<file path="src/rtl/motor_speed_sequencer_pkg.sv">
// Shared types and constants for the motor speed sequencer: FSM state
// encoding, speed level codes, direction codes and the one-level step helper.
package motor_speed_sequencer_pkg;

    typedef enum logic [2:0] {
        IDLE    = 3'd0,
        RAMP    = 3'd1,
        RAMP_DN = 3'd2,
        DWELL   = 3'd3,
        ESTOP   = 3'd4
    } seq_state_e;

    localparam logic [1:0] SPD_STOP = 2'b00;
    localparam logic [1:0] SPD_LOW  = 2'b01;
    localparam logic [1:0] SPD_MID  = 2'b10;
    localparam logic [1:0] SPD_HIGH = 2'b11;

    localparam logic DIR_FWD = 1'b0;
    localparam logic DIR_REV = 1'b1;

    // Move one level from cur toward tgt. Saturating by construction: it only
    // adds when below the target and only subtracts when above it, so the
    // 2-bit level can never wrap between 11 and 00.
    function automatic logic [1:0] step_toward(input logic [1:0] cur,
                                               input logic [1:0] tgt);
        logic [1:0] nxt;
        if (cur < tgt) begin
            nxt = cur + 2'd1;
        end else if (cur > tgt) begin
            nxt = cur - 2'd1;
        end else begin
            nxt = cur;
        end
        return nxt;
    endfunction

endpackage

</file>
<file path="src/rtl/motor_speed_sequencer_if.sv">
// Command handshake between the drive decision logic (master) and the
// speed sequencer (slave): target speed/direction qualified by valid/ready.
interface motor_speed_sequencer_if;

    logic       cmd_valid;
    logic       cmd_ready;
    logic [1:0] cmd_speed;
    logic       cmd_dir;

    modport master (
        output cmd_valid,
        output cmd_speed,
        output cmd_dir,
        input  cmd_ready
    );

    modport slave (
        input  cmd_valid,
        input  cmd_speed,
        input  cmd_dir,
        output cmd_ready
    );

endinterface

</file>
<file path="src/rtl/motor_speed_sequencer_tick_timer.sv">
// Terminal-count tick counter shared by the ramp and dwell phases.
// Counts 0..last_i while enabled, raises done_o on the terminal count and
// wraps back to zero on that same edge; clear_i forces the count to zero.
module motor_speed_sequencer_tick_timer #(
    parameter int CNT_W = 23
) (
    input  logic             clk,
    input  logic             rst_n,
    input  logic             clear_i,
    input  logic             en_i,
    input  logic [CNT_W-1:0] last_i,
    output logic             done_o
);

    logic [CNT_W-1:0] cnt_q;

    // Terminal count is reached on the cycle where the count equals last_i.
    always_comb begin
        done_o = en_i && (cnt_q == last_i);
    end

    // Count register: clear has priority, then wrap on done, else increment.
    always_ff @(posedge clk or negedge rst_n) begin
        if (!rst_n) begin
            cnt_q <= {CNT_W{1'b0}};
        end else if (clear_i) begin
            cnt_q <= {CNT_W{1'b0}};
        end else if (en_i) begin
            if (done_o) begin
                cnt_q <= {CNT_W{1'b0}};
            end else begin
                cnt_q <= cnt_q + CNT_W'(1);
            end
        end else begin
            cnt_q <= cnt_q;
        end
    end

endmodule

</file>
<file path="src/rtl/motor_speed_sequencer.sv">
// Speed-select sequencer for the PWM generator. Accepts target speed and
// direction commands, ramps the 2-bit speed level one step per STEP_TICKS,
// and reverses only after ramping to zero and dwelling DWELL_TICKS there.
// estop forces the level to zero immediately and overrides everything.
module motor_speed_sequencer
    import motor_speed_sequencer_pkg::*;
#(
    parameter int STEP_TICKS  = 5_000_000,
    parameter int DWELL_TICKS = 2_500_000,
    parameter int CNT_W       = 23
) (
    input  logic                        clk,
    input  logic                        rst_n,
    motor_speed_sequencer_if.slave      cmd,
    input  logic                        estop_i,
    output logic [1:0]                  speed_sel_o,
    output logic                        motor_dir_o,
    output logic                        busy_o
);

    localparam logic [CNT_W-1:0] STEP_LAST  = CNT_W'(STEP_TICKS - 1);
    localparam logic [CNT_W-1:0] DWELL_LAST = CNT_W'(DWELL_TICKS - 1);

    seq_state_e       state_q;
    logic [1:0]       spd_q;
    logic             dir_q;
    logic [1:0]       tgt_spd_q;
    logic             tgt_dir_q;
    logic             ready_q;
    logic             busy_q;

    logic [1:0]       spd_d;
    logic             tmr_en_s;
    logic             tmr_clr_s;
    logic [CNT_W-1:0] tmr_last_s;
    logic             tmr_done_s;
    logic             xfer_s;

    // A transfer needs the registered ready seen by the master; estop still
    // wins on that same edge, so a colliding command is simply dropped.
    always_comb begin
        xfer_s = cmd.cmd_valid && ready_q && !estop_i;
    end

    // Timer control: count in the moving/dwelling states, hold at zero
    // elsewhere so every phase starts from a fresh count.
    always_comb begin
        tmr_en_s   = 1'b0;
        tmr_clr_s  = 1'b0;
        tmr_last_s = STEP_LAST;
        if (estop_i) begin
            tmr_clr_s = 1'b1;
        end else begin
            case (state_q)
                RAMP, RAMP_DN: begin
                    tmr_en_s = 1'b1;
                end
                DWELL: begin
                    tmr_en_s   = 1'b1;
                    tmr_last_s = DWELL_LAST;
                end
                default: begin
                    tmr_clr_s = 1'b1;
                end
            endcase
        end
    end

    // Candidate next level for the current phase (applied only on done).
    always_comb begin
        spd_d = spd_q;
        case (state_q)
            RAMP:    spd_d = step_toward(spd_q, tgt_spd_q);
            RAMP_DN: spd_d = step_toward(spd_q, SPD_STOP);
            default: spd_d = spd_q;
        endcase
    end

    motor_speed_sequencer_tick_timer #(
        .CNT_W (CNT_W)
    ) u_tick_timer (
        .clk     (clk),
        .rst_n   (rst_n),
        .clear_i (tmr_clr_s),
        .en_i    (tmr_en_s),
        .last_i  (tmr_last_s),
        .done_o  (tmr_done_s)
    );

    // Sequencer FSM with its target latch and registered outputs.
    always_ff @(posedge clk or negedge rst_n) begin
        if (!rst_n) begin
            state_q   <= IDLE;
            spd_q     <= SPD_STOP;
            dir_q     <= DIR_FWD;
            tgt_spd_q <= SPD_STOP;
            tgt_dir_q <= DIR_FWD;
            ready_q   <= 1'b1;
            busy_q    <= 1'b0;
        end else if (estop_i) begin
            // Level drops to zero at once; direction and target are kept.
            state_q <= ESTOP;
            spd_q   <= SPD_STOP;
            ready_q <= 1'b0;
            busy_q  <= 1'b1;
        end else begin
            case (state_q)
                IDLE: begin
                    if (xfer_s) begin
                        tgt_spd_q <= cmd.cmd_speed;
                        tgt_dir_q <= cmd.cmd_dir;
                        if (cmd.cmd_dir != dir_q) begin
                            state_q <= (spd_q != SPD_STOP) ? RAMP_DN : DWELL;
                            ready_q <= 1'b0;
                            busy_q  <= 1'b1;
                        end else if (cmd.cmd_speed != spd_q) begin
                            state_q <= RAMP;
                            ready_q <= 1'b0;
                            busy_q  <= 1'b1;
                        end else begin
                            // Already at the requested level: accept as a no-op.
                            state_q <= IDLE;
                            ready_q <= 1'b1;
                            busy_q  <= 1'b0;
                        end
                    end else begin
                        ready_q <= 1'b1;
                        busy_q  <= 1'b0;
                    end
                end
                RAMP: begin
                    if (tmr_done_s) begin
                        spd_q <= spd_d;
                        if (spd_d == tgt_spd_q) begin
                            state_q <= IDLE;
                            ready_q <= 1'b1;
                            busy_q  <= 1'b0;
                        end else begin
                            state_q <= RAMP;
                        end
                    end else begin
                        state_q <= RAMP;
                    end
                end
                RAMP_DN: begin
                    if (tmr_done_s) begin
                        spd_q <= spd_d;
                        if (spd_d == SPD_STOP) begin
                            state_q <= DWELL;
                        end else begin
                            state_q <= RAMP_DN;
                        end
                    end else begin
                        state_q <= RAMP_DN;
                    end
                end
                DWELL: begin
                    if (tmr_done_s) begin
                        // The only place direction may change, at level zero.
                        dir_q <= tgt_dir_q;
                        if (tgt_spd_q == SPD_STOP) begin
                            state_q <= IDLE;
                            ready_q <= 1'b1;
                            busy_q  <= 1'b0;
                        end else begin
                            state_q <= RAMP;
                        end
                    end else begin
                        state_q <= DWELL;
                    end
                end
                ESTOP: begin
                    // Release returns to a stopped idle; the old target is dropped.
                    state_q   <= IDLE;
                    tgt_spd_q <= SPD_STOP;
                    ready_q   <= 1'b1;
                    busy_q    <= 1'b0;
                end
                default: begin
                    state_q <= IDLE;
                    spd_q   <= SPD_STOP;
                    ready_q <= 1'b1;
                    busy_q  <= 1'b0;
                end
            endcase
        end
    end

    assign cmd.cmd_ready = ready_q;
    assign speed_sel_o   = spd_q;
    assign motor_dir_o   = dir_q;
    assign busy_o        = busy_q;

endmodule
</file>
<file path="src/flat_wrapper.sv">
// flat-port wrapper written by rule: the top's interface ports become plain ports
module motor_speed_sequencer_flat import motor_speed_sequencer_pkg::*;
#(
    parameter int STEP_TICKS  = 5_000_000,
    parameter int DWELL_TICKS = 2_500_000,
    parameter int CNT_W       = 23
)
  (clk, rst_n, estop_i, speed_sel_o, motor_dir_o, busy_o, cmd_cmd_valid, cmd_cmd_speed, cmd_cmd_dir, cmd_cmd_ready);
  motor_speed_sequencer_if cmd_i ();
  input  logic clk;
  input  logic rst_n;
  input  logic estop_i;
  output logic [1:0] speed_sel_o;
  output logic motor_dir_o;
  output logic busy_o;
  input wire logic [$bits(cmd_i.cmd_valid)-1:0] cmd_cmd_valid;
  input wire logic [$bits(cmd_i.cmd_speed)-1:0] cmd_cmd_speed;
  input wire logic [$bits(cmd_i.cmd_dir)-1:0] cmd_cmd_dir;
  output wire logic [$bits(cmd_i.cmd_ready)-1:0] cmd_cmd_ready;
  assign cmd_i.cmd_valid = cmd_cmd_valid;
  assign cmd_i.cmd_speed = cmd_cmd_speed;
  assign cmd_i.cmd_dir = cmd_cmd_dir;
  assign cmd_cmd_ready = cmd_i.cmd_ready;
  motor_speed_sequencer #(.STEP_TICKS(STEP_TICKS), .DWELL_TICKS(DWELL_TICKS), .CNT_W(CNT_W)) u_core (.clk(clk), .rst_n(rst_n), .cmd(cmd_i), .estop_i(estop_i), .speed_sel_o(speed_sel_o), .motor_dir_o(motor_dir_o), .busy_o(busy_o));
endmodule
</file>
<file path="config.mk">
export PLATFORM = sky130hd
export DESIGN_NAME = motor_speed_sequencer_flat
export DESIGN_NICKNAME = d
export VERILOG_FILES = /design/src/rtl/motor_speed_sequencer_pkg.sv /design/src/rtl/motor_speed_sequencer_if.sv /design/src/rtl/motor_speed_sequencer_tick_timer.sv /design/src/rtl/motor_speed_sequencer.sv /design/src/flat_wrapper.sv
export SDC_FILE = /design/constraint.sdc
export NUM_CORES = 1
export LEC_CHECK = 0
export CAP_MARGIN = 10
export CORE_ASPECT_RATIO = 0.75
export CORE_MARGIN = 3
export CORE_UTILIZATION = 50
export CTS_CLUSTER_SIZE = 12
export DETAILED_ROUTE_END_ITERATION = 6
export GPL_TIMING_DRIVEN = 0
export PLACE_DENSITY = 0.75
export REMOVE_ABC_BUFFERS = 1
export SETUP_SLACK_MARGIN = 0.3
export SYNTH_ARGS = -nofsm -noshare
export SYNTH_HDL_FRONTEND = slang
export SYNTH_SLANG_ARGS = --single-unit
</file>
<file path="constraint.sdc">
create_clock -name clk -period 3.7 [get_ports clk]
set_input_delay 0.74 -clock clk [delete_from_list [all_inputs] [get_ports clk]]
set_output_delay 0.74 -clock clk [all_outputs]
set_load 0.01 [all_outputs]
</file>
* Word-level counts from Yosys, hierarchy flattened
Cells that the tools add are included.
** Storage, ports and cells
- Register bits :: 34
- Bits in latches :: 0
- RAM bits :: 0
- Bits in read-only memories :: 0
- Output and inout bits :: 5
- Word-level logic and storage cells :: 100
- Memories :: 0
** Operators by class
- $add $sub $neg :: 3
- Multipliers :: 0
- Div/mod/pow operators :: 0
- Order comparisons :: 4
- Equal/unequal tests :: 17
- Shift operators :: 0
- Muxes and demuxes :: 49
- Bitwise logic cells :: 1
- Reductions and logical operators :: 18
** Operators with widths (number)
- 23-bit 2-to-1 mux :: 5
- 1-bit 2-to-1 mux :: 27
- 23-bit by 1-bit adder with 23-bit output (second input constant) :: 1
- 23-bit equality test :: 1
- 2-bit 2-to-1 mux :: 8
- 3-bit by 2-bit inequality test with 1-bit output (second input constant) :: 5
- 2-bit case mux with 2 select lines :: 3
- 3-bit case mux with 4 select lines :: 1
- 3-bit 2-to-1 mux :: 3
- 3-bit AND reduction :: 3
- 1-bit case mux with 4 select lines :: 2
- 3-bit by 2-bit equality test with 1-bit output (second input constant) :: 2
- 2-bit nonzero test :: 3
- 3-bit OR reduction :: 2
- 5-bit AND reduction :: 1
- 2-bit zero test :: 2
- 2-bit by 1-bit inequality test with 1-bit output (second input constant) :: 2
- 3-bit by 1-bit equality test with 1-bit output (second input constant) :: 1
- 3-bit equality test (second input constant) :: 1
- 1-bit logical AND :: 3
- 3-bit zero test :: 1
- 3-bit by 1-bit inequality test with 1-bit output (second input constant) :: 1
- 2-bit by 1-bit adder with 2-bit output (second input constant) :: 1
- 2-bit equality test :: 1
- 12 further kinds :: 12

* Depth between registers and ports, before layout
Gate-level depths: netlist of run 1.
- Depth after elaboration :: 9
- Gate-level depth with buffers :: 9

* Hierarchy
Synthesis of run 1 repeated with hierarchy kept, for this count alone.
** Second synthesis, totals
- Cell total of the unflattened synthesis :: 311
- Area total of the unflattened synthesis :: 2603.7 µm²
** Modules (own cells, without submodules)
- motor_speed_sequencer_tick_timer :: instances 1, cells each 183, area an instance 1616.6 µm², seq. area each 575.6 µm²
- motor_speed_sequencer :: instances 1, cells each 128, area an instance 987.2 µm², seq. area each 276.5 µm²

* Least setup slack after synthesis of run 1
OpenSTA, ideal clock, no wires.
- Kind :: in2reg
- Start :: input port estop_i
- End :: register u_core.ready_q (netlist: u_core.cmd.cmd_ready)
- Arrival :: 2259 ps
- Required time :: 3615 ps
- Setup slack :: 1356 ps
- Cell stages on the path :: 7
- Buffers on the path :: 0
- Path through :: nor4bb_1 or4_1 a211oi_2 a21boi_1 o21ai_1 a21oi_2 mux2_1
** On the way
- Cells in the longest elaborated chain, start to end :: 5
** RTL lines
- start, declared :: RTL line flat_wrapper.sv:12 : input logic estop_i;
- 23-bit 2-to-1 mux / 1-bit zero test (equally long branches) :: RTL line motor_speed_sequencer.sv:51, motor_speed_sequencer.sv:42
- 23-bit equality test / 1-bit logical AND (equally long branches) :: RTL line motor_speed_sequencer_tick_timer.sv:19, motor_speed_sequencer.sv:42
- 1-bit logical AND / 1-bit 2-to-1 mux (equally long branches) :: RTL line motor_speed_sequencer_tick_timer.sv:19, motor_speed_sequencer.sv:109
- 3-bit by 2-bit inequality test with 1-bit output (no source line) / 1-bit case mux with 4 select lines (equally long branches)
- 5-bit AND reduction (no source line) / 1-bit 2-to-1 mux (equally long branches)
- end signal, assigned :: RTL line motor_speed_sequencer.sv:98 : ready_q <= 1'b1;
- end signal, assigned :: RTL line motor_speed_sequencer.sv:104 : ready_q <= 1'b0;
- end signal, assigned :: RTL line motor_speed_sequencer.sv:114 : ready_q <= 1'b0;
- end, declared :: RTL line motor_speed_sequencer.sv:29 : logic ready_q;
Several ways; a longest one is shown, not always the timed one.
A chain may end at the register's enable or synchronous reset.

* Final worst setup path of run 1
- Start :: input port estop_i
- End :: register u_core.u_tick_timer.cnt_q[7]
** On the way
- Cells in the longest elaborated chain, start to end :: 6
** RTL lines
- 23-bit 2-to-1 mux :: RTL line motor_speed_sequencer.sv:51 : if (estop_i) begin
- 23-bit equality test :: RTL line motor_speed_sequencer_tick_timer.sv:19 : done_o = en_i && (cnt_q == last_i);
- 1-bit logical AND :: RTL line motor_speed_sequencer_tick_timer.sv:19
- 23-bit 2-to-1 mux :: RTL line motor_speed_sequencer_tick_timer.sv:29 : if (done_o) begin
- 23-bit 2-to-1 mux :: RTL line motor_speed_sequencer_tick_timer.sv:28 : end else if (en_i) begin
- 23-bit 2-to-1 mux :: RTL line motor_speed_sequencer_tick_timer.sv:26 : end else if (clear_i) begin
- end signal, assigned :: RTL line motor_speed_sequencer_tick_timer.sv:25 : cnt_q <= {CNT_W{1'b0}};
- end signal, assigned :: RTL line motor_speed_sequencer_tick_timer.sv:27 : cnt_q <= {CNT_W{1'b0}};
- end signal, assigned :: RTL line motor_speed_sequencer_tick_timer.sv:30 : cnt_q <= {CNT_W{1'b0}};
- end, declared :: RTL line motor_speed_sequencer_tick_timer.sv:15 : logic [CNT_W-1:0] cnt_q;
Several ways; a longest one is shown, not always the timed one. The select of a mux whose other input is x is not followed.

==> reports/results.ini, run 1 <==
[cts]
clkTransAtPathRegs_ns=0.07
cts_tree=yes
cts_sinks=34
cts_inserted_buffers=5
clock-root-buffer=clkbuf_8
clk_path_buf_depth=2
cts-resized-gates=0
postCtsSetupBuffers=0
cts_hold_buffers=0
cts-htree-levels=2
clock_latency_ns=0.28

[routing]
wl_per_cell_um=13.47
drtIter0Drc=131
dr_total_vias=1574
drt-pass1-iter-count=4
ant_nets=0
via_per_inst=5.409
wl_um=3919
drc=0

[hold_path]
hold_path_class=register to register

[timing]
hold_viol=0
maxSlewViolCount=0
fin_tns_setup_ns=0
fin_worst_skew_ns=0.006924
rsz0062_at_grt=false
setup_slack_ns=0.5443
period_needed_ns=3.156
maxSlewHeadroom_pct=47.78
worst_pin_slew_ns=0.7727
finalCritPeriodShare_pct=85.29
max_clock_freq_mhz=316.9
hold-worst-slack_ns=0.4895
finalSetupViolCount=0

[floorplan]
start_util_pct=53.36
rows=19
dieArea_um2=4813
fp.dieW_um=79.11
core_um2=3756
die_h_um=60.84
io_pins=12

[placed_design]
dp_worst_setup_slack_ns=0.2609
hpwl_um=2929
gp_congestion=0.8751
numPlacedInstances=283
port-buffer-count=11

[critical_path]
end_kind=register
start_kind=input pin
slowest_stage=nor4bb_1
cp_max_fo=23
path_class=input pin to register
setup.reg_to_reg.worst_slack_ns=0.99
worst_ep_arrival_time_ns=3.29
max_stage_delay_ns=0.74
worstPathRequired_ns=3.84
worstPathCellList=clkdlybuf4s50_1, nor4bb_1, nand4_1, a211oi_2, or2_1, nor2_1

[cells_and_area]
fin_nets=251
drive_above_1_share_pct=6.276
instances_no_fill=291
n_antenna_cell=0
mostFrequentLayoutCell=nor2_1
synthToLayoutAreaGrowth_pct=11.80
final_cell_mix=nor2_1, dfrtp_1, nand2_1
final_core_util_pct=59.66

[power]
ir_drop_v=0.0001839
power_leakage_nw=0.8354
p_per_area_nw_per_um2=343.5

[logic_synthesis]
ys_warn_count=0
yosysSeqAreaShare_pct=42.51
ys_types=43
synthFlopType=dfrtp_1
async_flop_share_pct=100.0
synthesis.instances=226
synth_area_um2=2004
synth_enable_flop_cells=0
avgSynthCellArea_um2=8.869
synth-seq-cells=34

[global_route]
grt_usage_pct=18.34
overflow=0
grt_pass1_wl_um=6796
grt_max_degree=35
antenna_found_initial=0
grt_pass1_vias=1461

[outcome]
status=completed

[job]
maxCapViolCount=0

## per-layer routing
layer,vias to the layer above,GRT usage (%),part of all wire [%]
met5,-,0,0
met4,0,8.088,1.3
met3,7,5.045,6.4
met2,46,24.94,39
met1,731,27.10,53
li1,790,-,-
## cell type report
class	instances	area, um2
sequential	34	852.1
fill	350	1515
clock inverter	1	5.005
multi-input combinational	177	1094
tap	52	65.06
clock buffer	7	86.33
timing repair buffer	11	105.1
inverter	9	33.78
## path summary, 6_finish.rpt
check	start	cells after the start	endpoint
max	estop_i	6	u_core.u_tick_timer.cnt_q[7]
max in group asynchronous	rst_n	1	u_core.speed_sel_o[0]
min reg2reg	u_core.tgt_dir_q	1	u_core.motor_dir_o
min	u_core.tgt_dir_q	1	u_core.motor_dir_o
min in group asynchronous	rst_n	1	u_core.u_tick_timer.cnt_q[6]
max reg2reg	u_core.state_q[0]	5	u_core.u_tick_timer.cnt_q[7]
## state kept, by name, summed over array words and instances (netlist names)
name                       flops
u_core.tgt_dir_q               1
u_core.busy_o                  1
u_core.tgt_spd_q               2
u_core.speed_sel_o             2
u_core.u_tick_timer.cnt_q     23
u_core.motor_dir_o             1
u_core.state_q                 3
u_core.cmd.cmd_ready           1
## cells by family (layout without fill, tap and decap cells)
kind of cell / after synthesis / in the layout / share of synthesized area (%)
adder cells (fa/ha/maj): 6 / 6 / 3.745
flip-flops: 34 / 34 / 42.51
multiplexers: 4 / 4 / 2.185
XOR/XNOR: 27 / 27 / 11.80
AND/OR/NAND/NOR: 111 / 111 / 27.40
buffers and inverters: 15 / 28 / 2.934
AO/OA/AOI/OAI: 29 / 29 / 9.426
## synth_stat cells (3+ instances only)
cell type  instances  share of area, %
o211ai_1           3               1.1
o21ai_1            4               1.0
nand4_1            4               1.2
clkbuf_1           4              0.75
nor4bb_1           4               2.0
ha_1               6               3.7
and3_1             3              0.94
xor2_1             9               3.9
nand3_1           11               2.7
nand2_1           23               4.3
xnor2_1           18               7.9
dfrtp_1           33                41
o21ai_0            7               1.7
or3_1              4               1.2
nor2_1            40               7.5
nor2b_1            5               1.6
inv_1              9               1.7
nor3_1             3              0.75
a21oi_1            5               1.2
## worst max-delay path: cells and delay by family
kind / cells / cell delay (ns)
AND/OR/NAND/NOR: 4 / 1.70
buffers and inverters: 1 / 0.56
AO/OA/AOI/OAI: 1 / 0.28
## stage by stage
| step | power (mW) | area, um2 |
|---|---|---|
| final | 0.7698 | 2241 |
| after global routing | 0.8119 | 2241 |
| after CTS | 0.7791 | 2241 |
| after detailed placement | 0.5005 | 2150 |
| after global placement | 0.4973 | 2155 |
| after floorplan | 0.4637 | 1979 |
## power by group
group / internal, mW / switching, mW
Combinational: 0.0423 / 0.0556
Sequential: 0.383 / 0.0137
Clock: 0.150 / 0.125
Note: power is estimated with default switching activity, not from simulation.
==> inputs of run 2 (changes only) <==
CAP_MARGIN = 15   (was 10)
SLEW_MARGIN = 40   (was default)
clock period = 2.95 ns   (was 3.7 ns; I/O delays follow)
==> run 2 against run 1 <==
  * Non-clock buffer count rose by 1
  * Count of clock-buffer cells in the layout fell by 2
  * Core utilization rose by 1.3 points
  * Die area did not move
  * Global-route usage fell by 0.34 points
  * Largest power group unchanged
  * Clock power rose by 50%
  * Flip-flop and latch count did not move
  * Worst setup slack got worse by 0.11 ns
  * Combinational power rose by 29%
  * Hold slack got worse by 0.26 ns
==> reports/results.ini, run 2 (synthesized netlist as in run 1, its figures left out) <==
[critical_path]
worst-r2r-cell-count=7
path_buf_inv=1
max_stage_delay_ns=0.55
setup.reg_to_reg.worst_slack_ns=0.49
worstPathCellList=dlygate4sd2_1, nor4bb_2, or4_1, a211oi_2, a21boi_1, o21ai_1, a21oi_2, mux2_1
start_kind=input pin
worstPathRequired_ns=3.15
crit_family=compound AO/OA/AOI/OAI gates
slowest_stage=or4_1
worst_ep_arrival_time_ns=2.71
reg2reg_to=u_core.cmd.cmd_ready
end_kind=register
cp_max_fo=8
r2r_start=u_core.state_q[1]
path_class=input pin to register

[timing]
finalCritPeriodShare_pct=85.12
finalSetupViolCount=0
period_needed_ns=2.511
maxSlewHeadroom_pct=64.59
max_clock_freq_mhz=398.3
worst_pin_slew_ns=0.5256
maxSlewViolCount=0
rsz0062_at_grt=false
fin_tns_setup_ns=0
fin_worst_skew_ns=0.01120
hold_viol=0
hold-worst-slack_ns=0.2317

[cts]
cts_tree=yes
cts_sinks=34
clkTransAtPathRegs_ns=0.07
clock_latency_ns=0.28
cts-htree-levels=2
clock-root-buffer=clkbuf_8
clk_path_buf_depth=2
cts_inserted_buffers=5

[hold_path]
hold_path_class=input pin to asynchronous set/reset pin

[job]
maxCapViolCount=0

[power]
p_per_area_nw_per_um2=452.5
power_leakage_nw=0.8596
ir_drop_v=0.0003275

[floorplan]
core_um2=3756
rows=19
start_util_pct=53.36
die_h_um=60.84
fp.dieW_um=79.11
io_pins=12
dieArea_um2=4813

[routing]
dr_total_vias=1578
ant_nets=0
drc=0
via_per_inst=5.404
wl_per_cell_um=13.61
drt-pass1-iter-count=4
drtIter0Drc=83
wl_um=3975

[global_route]
grt_max_degree=24
grt_usage_pct=18.00
grt_pass1_wl_um=6755
overflow=0
antenna_found_initial=0
grt_pass1_vias=1496

[cells_and_area]
mostFrequentLayoutCell=nor2_1
largest-register=u_core.u_tick_timer.cnt_q
largestRegisters=u_core.u_tick_timer.cnt_q: 23 flops, u_core.state_q: 3 flops
stdcell_area_um2=2291
final_cell_mix=nor2_1, dfrtp_1, nand2_1
drive_above_1_share_pct=7.917
largest_reg_flops=23
n_antenna_cell=0
instances_no_fill=292
final_core_util_pct=60.99
fin_nets=252
synthToLayoutAreaGrowth_pct=14.29

[placed_design]
port-buffer-count=11
gp_congestion=0.8751
numPlacedInstances=284
hpwl_um=3038
placed_area_um2=2177

[outcome]
status=completed

run 2: changes by cell type in the layout (fill, tap and decap cells not counted), sizes merged:
cell and delta:
clkinv +1, clkdlybuf4s50 -1, bufinv +1, clkbuf -2
dlygate4sd2 +1, buf +1
run 2: per-stage QoR:
stage	total power, mW	setup slack (ns)
2_1_floorplan	0.5816	0.7487
3_3_place_gp	0.6237	-0.2611
3_5_place_dp	0.6329	-0.3354
4_1_cts	1.048	0.4403
5_1_grt	1.088	0.3158
6_report	1.037	0.4391
run 2: how the worst max path moves through the flow:
stage	slack, ns	from	depth (start not counted)	endpoint
floorplan	0.75	u_core.state_q[0]	7	u_core.cmd.cmd_ready
global placement	-0.26	estop_i	6	u_core.u_tick_timer.cnt_q[4]
detailed placement	-0.34	estop_i	6	u_core.u_tick_timer.cnt_q[7]
CTS	0.44	estop_i	8	u_core.cmd.cmd_ready
global route	0.32	u_core.state_q[0]	7	u_core.cmd.cmd_ready
finish	0.44	estop_i	8	u_core.cmd.cmd_ready
run 2: what timing repair did:
item / in CTS / in global routing
gates resized for setup: 3 / 0
setup endpoints to repair: 29 / 0
hold buffers: 0 / 0
setup buffers: 0 / 0
run 2: report_power, final:
part	leakage [nW]	switching, mW	internal, mW
sequential	0.463	0.0174	0.480
clock	0.0579	0.164	0.249
combinational	0.339	0.0696	0.0566
total	0.860	0.251	0.785
run 2: cell type report:
class | count | area (um2)
clock buffers | 5 | 68.82
clock inverters | 3 | 40.04
fillers | 349 | 1465
inverters | 9 | 33.78
multi-input cells | 177 | 1100
flip-flops and latches | 34 | 852.1
well taps | 52 | 65.06
repair buffers | 12 | 131.4
run 2: layer usage:
layer,part of all wire (%),track usage (%),vias up
met4,0.33,4.657,0
li1,-,-,797
met2,42,26.02,38
met5,0,0,-
met1,51,26.04,741
met3,6.7,5.935,2
==> inputs of run 3 (changes only) <==
clock period = 2.6 ns   (was 2.95 ns; I/O delays follow)
==> run 3 against run 2 <==
  * Sequential power rose by 13%
  * Hold slack got worse by 0.068 ns
  * Via count rose by 3.7%
  * Global-route usage rose by 0.90 points
  * Clock skew barely moved
  * Worst setup slack got worse by 0.055 ns
  * Clock power rose by 13%
  * Critical path depth fell by 1
  * Sequential share of layout area fell by 1.0 points
  * Design area rose by 3.7%
  * Core utilization rose by 2.2 points
  * Largest power group unchanged
==> reports/results.ini, run 3 (synthesized netlist as in run 1, its figures left out) <==
[outcome]
status=completed

[routing]
ant_nets=0
drt-pass1-iter-count=4
dr_total_vias=1636
wl_um=4175
wl_per_cell_um=13.96
drc=0
drtIter0Drc=106
via_per_inst=5.472

[global_route]
grt_pass1_wl_um=7024
grt_max_degree=24
grt_usage_pct=18.90
overflow=0
grt_pass1_vias=1523
antenna_found_initial=0

[placed_design]
dp_worst_setup_slack_ns=-0.6154
gp_congestion=0.8751
hpwl_um=3038
port-buffer-count=11

[critical_path]
end_kind=register
max_stage_delay_ns=0.54
start_kind=register
slowest_stage=or4_4
worst_ep_arrival_time_ns=2.42
worstPathRequired_ns=2.80
path_buf_inv=0
path_class=register to register
cp_max_fo=4
crit_family=simple AND/OR/NAND/NOR gates
worstPathCellList=nor4bb_4, or4_4, a211oi_2, a21boi_2, o21ai_1, a21oi_2, mux2_1

[cts]
cts_inserted_buffers=5
clock-root-buffer=clkbuf_8
cts-htree-levels=2
cts_tree=yes
clk_path_buf_depth=2
clkTransAtPathRegs_ns=0.07
cts_sinks=34
clock_latency_ns=0.28

[timing]
hold_viol=0
finalCritPeriodShare_pct=85.23
fin_worst_skew_ns=0.01089
maxSlewHeadroom_pct=63.29
finalSetupViolCount=0
fin_tns_setup_ns=0
maxSlewViolCount=0
worst_pin_slew_ns=0.5449
setup_slack_ns=0.3840
period_needed_ns=2.216
max_clock_freq_mhz=451.3
rsz0062_at_grt=true

[cells_and_area]
drive_above_1_share_pct=14.17
synthToLayoutAreaGrowth_pct=18.48
final_cell_mix=nor2_1, dfrtp_1, nand2_1
largestRegisters=u_core.u_tick_timer.cnt_q: 23 flops, u_core.state_q: 3 flops
largest-register=u_core.u_tick_timer.cnt_q
largest_reg_flops=23
mostFrequentLayoutCell=nor2_1
final_core_util_pct=63.22
fin_nets=259
n_antenna_cell=0

[power]
p_total_mw=1.184
swShare_pct=24.19
power_leakage_nw=0.8962
ir_drop_v=0.0003659
p_clk_share_pct=39.3
power.internal_mw=0.8973
p_per_area_nw_per_um2=498.4
p_seq_share_pct=47.4
p_comb_share_pct=13.3
p_sw_mw=0.2863

[floorplan]
io_pins=12
die_h_um=60.84
dieArea_um2=4813
start_util_pct=53.36
rows=19
fp.dieW_um=79.11
core_um2=3756

[hold_path]
hold_path_class=input pin to asynchronous set/reset pin

[job]
maxCapViolCount=0

[run 3: final timing paths]
path,end,startpoint,slack [ns],depth (start not counted)
max,u_core.cmd.cmd_ready,u_core.state_q[0],0.38,7
max in group asynchronous,u_core.speed_sel_o[1],rst_n,2.00,2
min in group clk,u_core.state_q[2],estop_i,0.46,1
min reg2reg,u_core.u_tick_timer.cnt_q[0],u_core.u_tick_timer.cnt_q[0],0.49,1
max reg2reg,u_core.cmd.cmd_ready,u_core.state_q[0],0.38,7
min,u_core.busy_o,rst_n,0.16,1
[run 3: timing repair]
item,4_1_cts,5_1_grt
hold endpoints to repair,0,0
hold buffers,0,0
gates resized for setup,10,6
setup endpoints to repair,30,12
pin swaps,0,4
setup buffers,5,2
[run 3: cell type report]
| class | count | area [um2] |
|---|---|---|
| Inverter | 9 | 33.78 |
| Timing Repair Buffer | 19 | 180.2 |
| Sequential cell | 34 | 858.3 |
| Tap cell | 52 | 65.06 |
| Clock inverter | 3 | 40.04 |
| Clock buffer | 5 | 68.82 |
| Fill cell | 334 | 1381 |
| Multi-Input combinational cell | 177 | 1129 |
[run 3: metrics by stage]
stage	area, um2	instances	hold slack [ns]
after CTS	2337	297	0.1659
after global routing	2375	299	0.1727
final	2375	299	0.1633
after floorplan	1979	220	0.2244
after detailed placement	2177	284	0.4697
after global placement	2155	283	0.4659
[run 3: power by group through the flow]
stage                     sequential (mW)  combinational (mW)  clock [mW]
after global placement              0.573               0.135           0
after detailed placement            0.573               0.145           0
final                               0.561               0.158       0.465
after global routing                0.564               0.176       0.505
after floorplan                     0.570              0.0897           0
after CTS                           0.560               0.152       0.481
[run 3: metal layers]
layer	vias up	part of all wire, %	global-route usage (%)
met1	774	50	26.88
li1	808	-	-
met4	0	0.31	5.147
met2	52	43	27.58
met5	-	0	0
met3	2	7.3	6.528
[run 3: worst register-to-register path, stage by stage, from the launching register on]
cell      delay (ns)
dfrtp_2         0.42
nor4bb_4        0.19
or4_4           0.54
a211oi_2        0.24
a21boi_2        0.20
o21ai_1         0.08
a21oi_2         0.14
mux2_1          0.33
==> RTL change 1, RTL diff (flow settings as in run 3) <==
Re-encode `seq_state_e` (5 states) as one-hot, 5 bits wide.
--- a/src/rtl/motor_speed_sequencer_pkg.sv
+++ b/src/rtl/motor_speed_sequencer_pkg.sv
@@ -2,12 +2,12 @@
 // encoding, speed level codes, direction codes and the one-level step helper.
 package motor_speed_sequencer_pkg;
 
-    typedef enum logic [2:0] {
-        IDLE    = 3'd0,
-        RAMP    = 3'd1,
-        RAMP_DN = 3'd2,
-        DWELL   = 3'd3,
-        ESTOP   = 3'd4
+    typedef enum logic [4:0] {
+        IDLE    = 5'b00001,
+        RAMP    = 5'b00010,
+        RAMP_DN = 5'b00100,
+        DWELL   = 5'b01000,
+        ESTOP   = 5'b10000
     } seq_state_e;
 
     localparam logic [1:0] SPD_STOP = 2'b00;
Behaviour: no difference found for any inputs over 10 cycles, from zero or initial values and one cycle with rst_n low; not proved beyond that.
==> RTL change 1 against run 3 <==
  * Synthesized area up 13%
  * Cell area up 17%
  * Count of clock-buffer cells in the layout rose by 3
  * Routed wire length up 30%
  * Sequential power increased by 4.5%
  * Clock power is 14% lower
  * Maximum frequency is 2.2% lower
  * Hold slack worse by 5.3 ps
  * Power decreased by 3.6%
  * Critical path depth decreased by 1
  * Sequential cell count is 2 higher
  * Worst setup slack got worse by 50 ps
  * Critical path type unchanged
  * Final cell count grew 11%
==> RTL change 1: results <==
export IMPL_yosys_top_cells_area="dfrtp_1 38%, nor2_1 6.0%, xor2_1 5.0%"
export IMPL_dp_cells=310
export IMPL_cp_slowest_stage_delay_ps=440
export IMPL_io_buffers=11
export IMPL_vias=2026
export IMPL_largestRegisters="u_core.u_tick_timer.cnt_q: 23 flops, u_core.state_q: 5 flops"
export IMPL_grt_start_max_net_pins=23
export IMPL_layout_cells_non_filler=331
export IMPL_yosysSeqAreaShare_pct=40.0
export IMPL_async_reset_ff_share_pct=100
export IMPL_num_nets_final=288
export IMPL_drive_gt1_share_pct=24.6
export IMPL_synth_cell_types=54
export IMPL_grt_usage_pct=20.5
export IMPL_path_clk_slew_ps=70
export IMPL_grt_pass1_wl_um=8870
export IMPL_drt_iter0_drc=346
export IMPL_dp_slack_ps=-451
export IMPL_fin_skew_ps=6.24
export IMPL_dp_hpwl_um=3640
export IMPL_antenna_found_initial=0
export IMPL_yosys_top_cells_count="36 x nor2_1, 34 x dfrtp_1, 21 x nand2_1"
export IMPL_final_min_clock_period_ps=2270
export IMPL_worstSkewPairLatency_ps=280
export IMPL_gp_congestion=0.965
export IMPL_critPathSlowestCell="dfrtp_2"
export IMPL_hold_class="input pin to async pin"
export IMPL_reg2reg_from="u_core.state_q[3]$_DFFE_PN0P_"
export IMPL_wire_per_inst_um=16.4
export IMPL_total_leakage_power_nw=1.06
export IMPL_synth_flop_cell="dfrtp_1"
export IMPL_status="complete, no violations"
export IMPL_slew_headroom_pct=73.4
export IMPL_rrSetupSlack_ps=330
export IMPL_cts_buffer_depth=2
export IMPL_holdWs_ps=158
export IMPL_ys_warn_count=0
export IMPL_r2r_end="u_core.cmd.cmd_ready$_DFFE_PN1P_"
export IMPL_syn_area_per_cell_um2=9.10
export IMPL_grt_pass1_vias=1825
export IMPL_reg2reg_depth=6
export IMPL_crit_fanout=9
export IMPL_numCtsBuffers=5
export IMPL_irDropWorstVdd_v=0.000240
==> RTL change 1: cell count changes in the layout (fill, tap and decap cells not counted), sizes merged, moves of 5 or more <==
cell	run 3	this run
buf	10	15
xnor2	18	11
a21oi	6	11
nand3	11	16
==> RTL change 1: area by class of cell <==
cell class	count	area, um^2
Sequential cell	36	911
Timing Repair Buffer	25	229
Fill cell	330	1430
Inverter	6	25.0
Multi-Input combinational cell	201	1450
Clock buffer	8	90.1
Tap cell	55	68.8
==> RTL change 1: what timing repair did <==
action | 4_1_cts | 5_1_grt
resized for setup | 12 | 31
pin swaps | 3 | 11
setup buffers | 8 | 5
setup endpoints to repair | 30 | 30
==> RTL change 1: critical path: cells and delay by family (launching register included) <==
family             cells  cell delay [ps]
AOI/OAI and AO/OA      5             1330
DFF                    1              440
and+or+nand+nor        1              430
==> RTL change 1: worst max-delay path by stage <==
stage                                            startpoint                                      end  cells after the start
final                         u_core.state_q[3]$_DFFE_PN0P_         u_core.cmd.cmd_ready$_DFFE_PN1P_                      6
after global routing        u_core.tgt_spd_q[1]$_DFFE_PN0P_         u_core.cmd.cmd_ready$_DFFE_PN1P_                      8
after CTS                     u_core.state_q[3]$_DFFE_PN0P_         u_core.cmd.cmd_ready$_DFFE_PN1P_                      6
after detailed placement                            estop_i  u_core.u_tick_timer.cnt_q[19]$_DFF_PN0_                      7
after global placement                              estop_i  u_core.u_tick_timer.cnt_q[22]$_DFF_PN0_                      7
after floorplan           u_core.speed_sel_o[0]$_DFFE_PN0P_         u_core.cmd.cmd_ready$_DFFE_PN1P_                      7
==> RTL change 1: logic make-up after synthesis <==
group           count (synthesis)  share of synthesized area (%)
simple gates                  123                           29.3
compound gates                 46                           14.6
flops                          36                           40.0
xor+xnor                       24                           9.32
buf+inv                        11                           2.33
fa+ha+maj                       6                           3.33
mux                             2                          0.998
==> RTL change 1: routing by layer <==
layer / vias to the layer above / GRT usage (%) / wire (um)
met4: 0 / 4.22 / 85
met3: 13 / 5.67 / 433
met2: 80 / 27.2 / 2150
met1: 976 / 32.5 / 2750
met5: - / 0 / 0
li1: 957 / - / -
==> RTL change 1: power breakdown <==
group / leakage [nW] / internal, W / switching, W
logic: 0.530 / 0.0000759 / 0.0000796
registers: 0.480 / 0.000574 / 0.0000120
clock network: 0.0455 / 0.000216 / 0.000184
==> RTL change 1: per-stage QoR <==
step           utilization (%)  area (um^2)
6_report                  65.9         2770
3_5_place_dp              57.7         2430
5_1_grt                   65.9         2770
3_3_place_gp              57.2         2400
4_1_cts                   61.9         2600
2_1_floorplan                -         2230
==> RTL change 2, RTL diff (flow settings as in run 3) <==
Made on the original files. `CNT_W` is set to 23 in 3 places; all go to 46.
--- a/src/rtl/motor_speed_sequencer_tick_timer.sv
+++ b/src/rtl/motor_speed_sequencer_tick_timer.sv
@@ -2,7 +2,7 @@
 // Counts 0..last_i while enabled, raises done_o on the terminal count and
 // wraps back to zero on that same edge; clear_i forces the count to zero.
 module motor_speed_sequencer_tick_timer #(
-    parameter int CNT_W = 23
+    parameter int CNT_W = 46
 ) (
     input  logic             clk,
     input  logic             rst_n,
--- a/src/rtl/motor_speed_sequencer.sv
+++ b/src/rtl/motor_speed_sequencer.sv
@@ -7,7 +7,7 @@
 #(
     parameter int STEP_TICKS  = 5_000_000,
     parameter int DWELL_TICKS = 2_500_000,
-    parameter int CNT_W       = 23
+    parameter int CNT_W       = 46
 ) (
     input  logic                        clk,
     input  logic                        rst_n,
--- a/src/flat_wrapper.sv
+++ b/src/flat_wrapper.sv
@@ -3,7 +3,7 @@
 #(
     parameter int STEP_TICKS  = 5_000_000,
     parameter int DWELL_TICKS = 2_500_000,
-    parameter int CNT_W       = 23
+    parameter int CNT_W       = 46
 )
   (clk, rst_n, estop_i, speed_sel_o, motor_dir_o, busy_o, cmd_cmd_valid, cmd_cmd_speed, cmd_cmd_dir, cmd_cmd_ready);
   motor_speed_sequencer_if cmd_i ();
Formal check against the unedited RTL: no difference found for any inputs over 10 cycles, from zero or initial values and one cycle with rst_n low; that may be too few to reach the edited logic, so the function may still have changed.
==> RTL change 2 against run 3 <==
  * Worst setup slack lost 18 ps
  * Combinational power is 9% lower
  * Core utilization is 2.5 points lower
  * Synthesized area rose by 73%
  * Via count is 74% higher
  * Sequential power up 64%
  * Sequential cell count is 23 higher
  * Cell area grew 66%
  * Count of clock-buffer cells in the layout grew 8
  * Routed wire length is 85% higher
  * Clock skew shrank 3.0 ps
  * Power is 54% higher
  * Critical path type unchanged
==> RTL change 2: results <==
export IMPL_status="complete, no violations"
export IMPL_fin_skew_ps=7.92
export IMPL_cp_slowest_stage_delay_ps=530
export IMPL_wire_per_inst_um=16.1
export IMPL_p_clk_w=0.000755
export IMPL_muxShareOfSynthArea_pct=1.55
export IMPL_post_cts_resized=6
export IMPL_gp_congestion=0.876
export IMPL_irDropWorstVdd_v=0.000278
export IMPL_worstSkewPairLatency_ps=340
export IMPL_yosysSeqAreaShare_pct=41.1
export IMPL_holdWs_ps=74.4
export IMPL_pwr_share_comb_pct=7.9
export IMPL_grt_pass1_vias=2715
export IMPL_cts_setup_buffers=1
export IMPL_htree_levels=3
export IMPL_grt_use_met2_pct=29.1
export IMPL_async_reset_ff_share_pct=100
export IMPL_synth_compound_area_share_pct=6.88
export IMPL_wl_met2_um=3330
export IMPL_grt_pass1_wl_um=13300
export IMPL_grt_usage_pct=20.9
export IMPL_synth_xor_area_share_pct=12.1
export IMPL_dp_hpwl_um=5400
export IMPL_firstDrtPassIters=5
export IMPL_drt_wl_total_um=7740
export IMPL_critPathSlowestCell="or4_1"
export IMPL_syn_area_per_cell_um2=9.14
export IMPL_io_buffers=11
export IMPL_path_clk_slew_ps=60
export IMPL_rrSetupSlack_ps=370
export IMPL_yosys_top_cells_area="dfrtp_1 40%, nor2_1 6.5%, xnor2_1 6.3%"
export IMPL_drt_iter0_drc=145
export IMPL_viasPerCell=5.92
export IMPL_dr_wl_met3_um=392
export IMPL_drive_gt1_share_pct=14.2
export IMPL_grt_start_max_net_pins=46
export IMPL_synth_cell_types=58
export IMPL_total_leakage_power_nw=1.58
export IMPL_num_nets_final=409
export IMPL_numCtsBuffers=9
export IMPL_yosys_top_cells_count="60 x nor2_1, 56 x dfrtp_1, 31 x nand2_1"
export IMPL_dp_cells=461
export IMPL_met1_length_um=3930
export IMPL_ys_warn_count=0
export IMPL_synthAdderAreaFrac_pct=2.16
export IMPL_worst_pin_slew_ps=636
export IMPL_cts_root_buf="clkbuf_8"
export IMPL_synth_flop_cell="dfrtp_1"
export IMPL_highest_layer="met4"
export IMPL_worstPathArrival_ps=2460
export IMPL_use_met1_pct=31.5
export IMPL_crit_fanout=5
export IMPL_largestRegisters="u_core.u_tick_timer.cnt_q: 46 flops, u_core.state_q: 3 flops"
export IMPL_use_met3_pct=5.60
export IMPL_startpoint="u_core.tgt_spd_q[0]$_DFFE_PN0P_"
export IMPL_place_area_um2=3650
export IMPL_crit_end="u_core.state_q[0]$_DFFE_PN0P_"
export IMPL_power_internal_w=0.00138
==> RTL change 2: changes by cell type after synthesis, moves of 8 or more <==
cell | run 3 | this run
dfrtp_1 | 33 | 56
and3_1 | 3 | 11
nor4_1 | 0 | 10
nor3_1 | 3 | 13
nor2_1 | 40 | 60
xor2_1 | 9 | 23
nand4_1 | 4 | 13
nand2_1 | 23 | 31
==> RTL change 2: final cells by class <==
cell class | instances | area (um^2)
Inverter | 10 | 37.5
Clock inverter | 2 | 12.5
Timing Repair Buffer | 17 | 168
Clock buffer | 13 | 169
Tap cell | 81 | 101
Sequential cell | 57 | 1430
Fill cell | 577 | 2560
Multi-Input combinational cell | 301 | 2030
==> RTL change 2: stage by stage <==
step                      power (W)  setup slack [ps]  setup TNS, ps
final                       0.00182               366              0
after global routing        0.00190               298              0
after global placement      0.00106              -763         -53870
after detailed placement    0.00107              -335         -13560
after floorplan             0.00101               470              0
after CTS                   0.00183               316              0
